$ cat src/rtl/control_sumador_serie.sv
// ---------------------------------------------------------------------------
// control_sumador_serie
// Bit-serial adder controller: adds two ANCHO-bit operands LSB-first, one bit
// per clock, through a single 1-bit full-adder cell built from two half adders.
//
// Ports
//   clk      in   clock, rising edge
//   rst      in   synchronous reset, active-high
//   inicio   in   start request, sampled only while idle
//   A, B     in   operands, latched when a start is accepted
//   Ce       in   carry-in, latched when a start is accepted
//   S        out  registered sum, holds until the next completion
//   Cs       out  registered carry-out, holds until the next completion
//   ocupado  out  registered, high while an operation is in progress
//   listo    out  registered, one-cycle done pulse (S/Cs valid)
// ---------------------------------------------------------------------------

// 1-bit half adder
module medio_sumador (
   input  logic a,
   input  logic b,
   output logic s,
   output logic c
);
   assign s = a ^ b;
   assign c = a & b;
endmodule

// 1-bit full adder from two half adders and an OR
module sumador_completo (
   input  logic a,
   input  logic b,
   input  logic ci,
   output logic s,
   output logic co
);
   logic s1;
   logic c1;
   logic c2;

   medio_sumador u_ha0 (.a(a),  .b(b),  .s(s1), .c(c1));
   medio_sumador u_ha1 (.a(s1), .b(ci), .s(s),  .c(c2));

   assign co = c1 | c2;
endmodule

module control_sumador_serie #(
   parameter  int unsigned ANCHO = 8,
   localparam int unsigned CNT_W = $clog2(ANCHO)
) (
   input  logic             clk,
   input  logic             rst,
   input  logic             inicio,
   input  logic [ANCHO-1:0] A,
   input  logic [ANCHO-1:0] B,
   input  logic             Ce,
   output logic [ANCHO-1:0] S,
   output logic             Cs,
   output logic             ocupado,
   output logic             listo
);

   typedef enum logic [1:0] {
      IDLE = 2'd0,
      SUMA = 2'd1,
      FIN  = 2'd2
   } estado_t;

   estado_t          estado;
   estado_t          estado_sig;

   logic [ANCHO-1:0] ra;
   logic [ANCHO-1:0] rb;
   logic [ANCHO-1:0] rs;
   logic             c;
   logic [CNT_W-1:0] cnt;

   logic             s_bit;
   logic             c_next;
   logic             ultimo;
   logic             acepta;
   logic             avanza;
   logic             ocupado_d;
   logic             listo_d;

   // Serial arithmetic cell working on the current LSBs and stored carry
   sumador_completo u_fa (
      .a  (ra[0]),
      .b  (rb[0]),
      .ci (c),
      .s  (s_bit),
      .co (c_next)
   );

   assign ultimo = (cnt == CNT_W'(ANCHO - 1));

   // State register
   always_ff @(posedge clk) begin
      if (rst) begin
         estado <= IDLE;
      end else begin
         estado <= estado_sig;
      end
   end

   // Next-state and control decode
   always_comb begin
      estado_sig = estado;
      acepta     = 1'b0;
      avanza     = 1'b0;
      case (estado)
         IDLE: begin
            if (inicio) begin
               acepta     = 1'b1;
               estado_sig = SUMA;
            end
         end
         SUMA: begin
            avanza = 1'b1;
            if (ultimo) begin
               estado_sig = FIN;
            end
         end
         FIN: begin
            estado_sig = IDLE;
         end
         default: begin
            estado_sig = IDLE;
         end
      endcase
      // Status flags are registered from the state being entered
      ocupado_d = (estado_sig != IDLE);
      listo_d   = (estado_sig == FIN);
   end

   // Datapath: operand/result shift registers, carry, bit counter, outputs
   always_ff @(posedge clk) begin
      if (rst) begin
         ra      <= '0;
         rb      <= '0;
         rs      <= '0;
         c       <= 1'b0;
         cnt     <= '0;
         S       <= '0;
         Cs      <= 1'b0;
         ocupado <= 1'b0;
         listo   <= 1'b0;
      end else begin
         ocupado <= ocupado_d;
         listo   <= listo_d;
         if (acepta) begin
            ra  <= A;
            rb  <= B;
            c   <= Ce;
            cnt <= '0;
         end else if (avanza) begin
            ra <= {1'b0, ra[ANCHO-1:1]};
            rb <= {1'b0, rb[ANCHO-1:1]};
            rs <= {s_bit, rs[ANCHO-1:1]};
            c  <= c_next;
            // Counter holds on the last bit so it never wraps
            if (!ultimo) begin
               cnt <= cnt + CNT_W'(1);
            end else begin
               S  <= {s_bit, rs[ANCHO-1:1]};
               Cs <= c_next;
            end
         end
      end
   end

endmodule
$ cat config.mk
export PLATFORM = sky130hd
export DESIGN_NAME = control_sumador_serie
export DESIGN_NICKNAME = d
export VERILOG_FILES = /design/src/rtl/control_sumador_serie.sv
export SDC_FILE = /design/constraint.sdc
export NUM_CORES = 1
export LEC_CHECK = 0
export BUFFER_PORTS_ARGS = -buffer_cell sky130_fd_sc_hd__buf_2
export CORE_MARGIN = 5
export CORE_UTILIZATION = 45
export CTS_CLUSTER_SIZE = 8
export DETAILED_ROUTE_END_ITERATION = 12
export GPL_TIMING_DRIVEN = 0
export PLACE_DENSITY_LB_ADDON = 0.12
export SLEW_MARGIN = 25
export SYNTH_ARGS = -nofsm -noshare
export SYNTH_HDL_FRONTEND = slang
export SYNTH_SLANG_ARGS = --single-unit
export TNS_END_PERCENT = 10
$ cat constraint.sdc
create_clock -name clk -period 3.69 [get_ports clk]
set_input_delay 0.5535 -clock clk [delete_from_list [all_inputs] [get_ports clk]]
set_output_delay 0.5535 -clock clk [all_outputs]
set_load 0.02 [all_outputs]
==> impl_metrics.env, run 1 <==
export IMPL_ys_warnings_count=0
export IMPL_average_size_of_a_mapped_cell_sq_um=8.429
export IMPL_design_final_nets=265
export IMPL_crit_chain="ha_1 > ha_1 > clkbuf_1 > nand3_1 > a21oi_1"
export IMPL_hold_path_startpoint="S[1]"
export IMPL_placement_setup_worst_slack_ps=1928
export IMPL_global_route_wire_length_before_repair_microns=6513
export IMPL_critPathCaptureType="flop"
export IMPL_root_buffer="sky130_fd_sc_hd__clkbuf_8"
export IMPL_finalSetupViolCount=0
export IMPL_setup_tns_ps=0
export IMPL_first_global_vias=1423
export IMPL_post_route_cells_drive_above_1_share_pct=20.58
export IMPL_combPwrFrac_pct=10.8
export IMPL_cpMostUsedCell="sky130_fd_sc_hd__ha_1"
export IMPL_run_status="finished, final reports clean"
export IMPL_tightestPinTransition_ps=501.8
export IMPL_antenna_found_initial=0
export IMPL_place_congestion=0.7672
export IMPL_worstSetupStartpointType="flop"
export IMPL_post_synth_instance_area_sq_um=1728
export IMPL_p_leak_nw=0.8548
export IMPL_synth_seq_area_share_pct=46.34
export IMPL_total_switching_power_w=0.0002279
export IMPL_start_util_pct=46.85
export IMPL_p_int_w=0.0007205
export IMPL_fp_dieArea_sq_um=5179
export IMPL_grt_setup_unrepaired="false"
export IMPL_io_pins=31
export IMPL_insertedDiodeCount=0
export IMPL_synth_cell_type_count=26
export IMPL_synthDominantAreaCellType="sky130_fd_sc_hd__dfxtp_1"
export IMPL_clkPwrFrac_pct=40.6
export IMPL_post_placement_cell_area_sq_um=1938
export IMPL_route_antenna_remaining_nets=0
export IMPL_finalClockSkew_ps=7.296
export IMPL_vdd_ir_drop_max_uv=222.6
export IMPL_yosys_top_cells_area="sky130_fd_sc_hd__dfxtp_1, sky130_fd_sc_hd__a21oi_1, sky130_fd_sc_hd__or3b_1, sky130_fd_sc_hd__nand2b_1, sky130_fd_sc_hd__nand2_1"
export IMPL_fmax_ghz=0.6519
export IMPL_die_width_microns=71.97
export IMPL_netSwitchingFraction_pct=24.03
export IMPL_fin_crit_ps=1534
export IMPL_clockBufferDepth=2
export IMPL_timing_reg2reg_setup_slack_ps=2160
export IMPL_cellPowerDensity_nw_per_um2=460.5
export IMPL_finalHoldViolations=0
export IMPL_post_cts_hold_buffer_count=0
export IMPL_finalInstanceArea_sq_um=2059
export IMPL_async_flop_share_pct=0
export IMPL_cts_repair_resize_count=0
export IMPL_placement_io_buffers=30
export IMPL_total_via_count_in_the_routed_design=1454
export IMPL_avgViaCountPerCell=4.997
export IMPL_mappedNetlistNets=228
export IMPL_number_of_slew_limit_violations_in_the_final_report=0
export IMPL_final_period_utilization_pct=41.57
export IMPL_cts_made_buffers=5
export IMPL_synth_top_cell_area_share_pct=46.34
export IMPL_worst_path_max_delay_cell="sky130_fd_sc_hd__clkbuf_1"
export IMPL_syn_to_final_growth_pct=19.19
export IMPL_half_perimeter_wire_length_of_the_detailed_placement_result_microns=2605
export IMPL_drt_pre_antenna_iters=4
export IMPL_std_cell_rows=22
export IMPL_post_cts_setup_buffer_count=0
export IMPL_drt_drc_violations_left=0
export IMPL_fp_coreArea_sq_um=3689
export IMPL_synth_seq_cells=40
export IMPL_post_synth_inst_count=205
export IMPL_cts_tree="done"
export IMPL_overflow=0
export IMPL_grt_usage_pct=16.24
export IMPL_sequentialPowerShare_pct=48.7
export IMPL_synth_enable_flop_cells=0
export IMPL_worst_setup_path_category="reg -> reg"
export IMPL_path_clk_slew_ps=80
export IMPL_path_max_fanout=10
export IMPL_final_instance_count_excl_fill=291
export IMPL_clkLatencyLatePin_ps=310
export IMPL_crit_reg2reg_launch="cnt[0]"
export IMPL_drt_initial_drc_count=122
export IMPL_synth_top_flop_cell="sky130_fd_sc_hd__dfxtp_1"
export IMPL_clock_sinks=40
export IMPL_synth_commonest_cells="sky130_fd_sc_hd__dfxtp_1, sky130_fd_sc_hd__a21oi_1, sky130_fd_sc_hd__nand2_1, sky130_fd_sc_hd__nor2_1, sky130_fd_sc_hd__nand2b_1"
export IMPL_totalPowerFinal_w=0.0009484
export IMPL_cp_data_arrival_time_ps=1770
export IMPL_h_tree_depth=2
export IMPL_cp_startpoint="cnt[0]"
export IMPL_drt_wirelength_per_cell_microns=12.97
export IMPL_maxCapViolCount=0
export IMPL_critical_path_max_stage_delay_ps=390
export IMPL_finalWorstSetupSlack_ps=2156
export IMPL_placed_cells_incl_taps=283
export IMPL_grt_max_degree=14
export IMPL_worstHoldPathType="reg -> reg"
export IMPL_synthMostInstantiatedCell="sky130_fd_sc_hd__dfxtp_1"
export IMPL_detail_route_wirelength_microns=3775
export IMPL_critPathRequiredTime_ps=3930
export IMPL_maxSlewHeadroom_pct=66.54
export IMPL_die_height_microns=71.97
cells by family (layout without fill, tap and decap cells):
| kind of cell | count (synthesis) | after routing | share of synthesized area, % |
|---|---|---|---|
| adder cells (fa/ha/maj) | 3 | 3 | 2.607 |
| XOR/XNOR | 1 | 1 | 0.5070 |
| AND/OR/NAND/NOR | 105 | 105 | 33.09 |
| AO/OA/AOI/OAI | 39 | 39 | 12.17 |
| buffers and inverters | 16 | 54 | 4.706 |
| flip-flops | 40 | 40 | 46.34 |
| multiplexers | 1 | 1 | 0.5793 |
state kept, by name, indices dropped and copies added, names as in the netlist:
name and cells:
listo 1, ocupado 1, c 1, estado 2
rb 8, cnt 3, Cs 1, rs 7
ra 8, S 8
per-stage QoR:
stage | util, % | hold slack [ps]
floorplan | - | 436.6
finish | 55.83 | 453.9
detailed placement | 52.54 | 445.6
CTS | 55.83 | 457.6
global route | 55.83 | 469.6
global placement | 52.54 | 443.0
critical path: cells and delay by family (launching register included):
family | cells | cell delay (ps)
DFF | 1 | 360
buffers and inverters | 1 | 390
adders and majority gates | 2 | 420
and+or+nand+nor | 1 | 160
AOI/OAI and AO/OA | 1 | 160
metal layers:
layer	track usage (%)	share of wire, %	vias to the layer above
li1	-	-	771
met4	8.768	1.9	0
met1	20.87	48	645
met2	24.69	44	31
met3	4.432	6.6	7
met5	0	0	-
cell type report:
type	count	area (sq um)
clock buffer	6	82.58
timing repair buffer	30	150.1
tap	48	60.06
fill	378	1629
clock inverter	2	38.79
buffer	16	81.33
multi-input combinational	149	845.8
sequential	40	800.8
placed cells by master (no fill, tap or decap), types with 4 or more instances in the layout:
master                     instances
sky130_fd_sc_hd__nand2_1          24
sky130_fd_sc_hd__or3b_1           15
sky130_fd_sc_hd__a21oi_1          32
sky130_fd_sc_hd__buf_4             4
sky130_fd_sc_hd__buf_2            35
sky130_fd_sc_hd__nand2b_1         16
sky130_fd_sc_hd__nor3_1           15
sky130_fd_sc_hd__nor2_1           22
sky130_fd_sc_hd__dfxtp_1          40
sky130_fd_sc_hd__clkbuf_1          6
sky130_fd_sc_hd__clkbuf_8          6
sky130_fd_sc_hd__nand3_1           8
path summary, 6_finish.rpt:
check | endpoint | depth (start not counted)
max | S[6] | 5
min | S[1] | 2
max reg2reg | S[6] | 5
min reg2reg | S[1] | 2
power groups by stage:
stage | registers [W] | logic [W] | clock network, W
global placement | 0.000471 | 0.000101 | 0
CTS | 0.000462 | 0.000103 | 0.000393
floorplan | 0.000470 | 0.0000733 | 0
detailed placement | 0.000471 | 0.000103 | 0
finish | 0.000462 | 0.000102 | 0.000385
global route | 0.000465 | 0.000117 | 0.000413
Power figures use the tool's default switching activity.
==> run 2: changes to the inputs <==
==> constraint.sdc (replaced) <==
create_clock -name clk -period 1.4 [get_ports clk]
set_input_delay 0.21 -clock clk [delete_from_list [all_inputs] [get_ports clk]]
set_output_delay 0.21 -clock clk [all_outputs]
set_load 0.02 [all_outputs]
==> impl_metrics.env, run 2 (synthesis results as in run 1) <==
export IMPL_critPathCaptureType="flop"
export IMPL_worst_setup_path_category="reg -> reg"
export IMPL_detail_route_wirelength_microns=3807
export IMPL_post_route_cells_drive_above_1_share_pct=21.81
export IMPL_worstHoldPathType="in -> reg"
export IMPL_maxSlewHeadroom_pct=67.12
export IMPL_cts_made_buffers=5
export IMPL_clock_sinks=40
export IMPL_fp_coreArea_sq_um=3689
export IMPL_finalSetupViolCount=0
export IMPL_cp_data_arrival_time_ps=1540
export IMPL_drt_initial_drc_count=115
export IMPL_path_clk_slew_ps=80
export IMPL_insertedDiodeCount=0
export IMPL_std_cell_rows=22
export IMPL_die_width_microns=71.97
export IMPL_critPathRequiredTime_ps=1640
export IMPL_timing_reg2reg_setup_slack_ps=90
export IMPL_finalClockSkew_ps=7.825
export IMPL_worstSetupStartpointType="flop"
export IMPL_drt_drc_violations_left=0
export IMPL_worst_hold_path_num_cells=3
export IMPL_clkLatencyLatePin_ps=300
export IMPL_drt_wirelength_per_cell_microns=13.08
export IMPL_finalHoldViolations=0
export IMPL_placement_io_buffers=30
export IMPL_grt_usage_pct=16.24
export IMPL_io_pins=31
export IMPL_total_via_count_in_the_routed_design=1467
export IMPL_finalInstanceArea_sq_um=2081
export IMPL_setup_tns_ps=0
export IMPL_drt_pre_antenna_iters=4
export IMPL_overflow=0
export IMPL_cellPowerDensity_nw_per_um2=1201
export IMPL_fp_dieArea_sq_um=5179
export IMPL_p_leak_nw=0.8619
export IMPL_avgViaCountPerCell=5.041
export IMPL_mostFrequentLayoutCells="sky130_fd_sc_hd__dfxtp_1, sky130_fd_sc_hd__buf_2, sky130_fd_sc_hd__a21oi_1, sky130_fd_sc_hd__nand2_1, sky130_fd_sc_hd__nor2_1"
export IMPL_first_global_vias=1423
export IMPL_cts_tree="done"
export IMPL_maxCapViolCount=0
export IMPL_layout_commonest_cell="sky130_fd_sc_hd__dfxtp_1"
export IMPL_grt_setup_unrepaired="false"
export IMPL_syn_to_final_growth_pct=20.42
export IMPL_antenna_found_initial=0
export IMPL_start_util_pct=46.85
export IMPL_grt_max_degree=14
export IMPL_design_final_nets=265
export IMPL_half_perimeter_wire_length_of_the_detailed_placement_result_microns=2605
export IMPL_number_of_slew_limit_violations_in_the_final_report=0
export IMPL_biggestRegsByFlops="S x8, ra x8, rb x8"
export IMPL_die_height_microns=71.97
export IMPL_hold_worst_slack_ps=155.1
export IMPL_post_placement_cell_area_sq_um=1938
export IMPL_h_tree_depth=2
export IMPL_final_period_utilization_pct=93.33
export IMPL_place_congestion=0.7672
export IMPL_clockBufferDepth=2
export IMPL_root_buffer="sky130_fd_sc_hd__clkbuf_8"
export IMPL_tightestPinTransition_ps=493.2
export IMPL_global_route_wire_length_before_repair_microns=6513
export IMPL_vdd_ir_drop_max_uv=586.7
export IMPL_ff2ff_path_depth=6
export IMPL_run_status="finished, final reports clean"
export IMPL_fin_crit_ps=1307
export IMPL_route_antenna_remaining_nets=0
export IMPL_fmax_ghz=0.7653
export IMPL_path_max_fanout=10
export IMPL_post_cts_hold_buffer_count=0
-- run 2: cell types whose count changed in the layout (fill, tap and decap cells not counted), sizes merged --
cell	previous run	this run
buf	40	41
clkbuf	12	11
-- run 2: area by class of cell --
cell class / instances / area (sq um)
fillers: 374 / 1608
plain buffers: 16 / 86.33
clock inverters: 2 / 38.79
flip-flops and latches: 40 / 800.8
repair buffers: 30 / 150.1
well taps: 48 / 60.06
multi-input cells: 149 / 862.1
clock buffers: 6 / 82.58
-- run 2: routing by layer --
metal,GRT usage (%),wire [microns],up-vias,part of all wire [%]
met5,0,0,-,0
met4,8.768,65,0,1.7
met3,4.432,257,7,6.8
met2,24.69,1662,33,44
met1,20.87,1822,657,48
li1,-,-,770,-
-- run 2: through the flow --
stage	total power (W)	utilization (%)	instances	worst slack (ps)
final	0.002500	56.41	291	93.39
after global routing	0.002621	56.41	291	1.813
after detailed placement	0.001514	52.54	283	-139.7
after floorplan	0.001433	-	205	107.4
after CTS	0.002525	55.87	291	1.315
after global placement	0.001508	52.54	283	-108.2
-- run 2: critical path: stages (launching register included) --
cell,delay (ps)
sky130_fd_sc_hd__dfxtp_1,330
sky130_fd_sc_hd__ha_1,240
sky130_fd_sc_hd__ha_4,190
sky130_fd_sc_hd__nand3b_1,140
sky130_fd_sc_hd__buf_6,160
sky130_fd_sc_hd__nand2_1,60
sky130_fd_sc_hd__a21oi_1,140
-- run 2: where the power goes --
group | switching, W | leakage, nW | internal (W)
registers | 0.0000263 | 0.327 | 0.00119
clock network | 0.000429 | 0.0614 | 0.000583
logic | 0.000145 | 0.473 | 0.000127
total | 0.000600 | 0.862 | 0.00190
-- run 2: timing repair --
item | 4_1_cts | 5_1_grt
resized for setup | 1 | 5
endpoints found under the setup margin | 10 | 12
pin swaps | 0 | 0
buffers inserted | 0 | 0
-- run 2: worst paths after layout --
check | startpoint | to
setup / recovery | cnt[0] | S[6]
hold / removal | B[7] | rb[7]
setup reg to reg | cnt[0] | S[6]
hold reg to reg | S[1] | S[1]
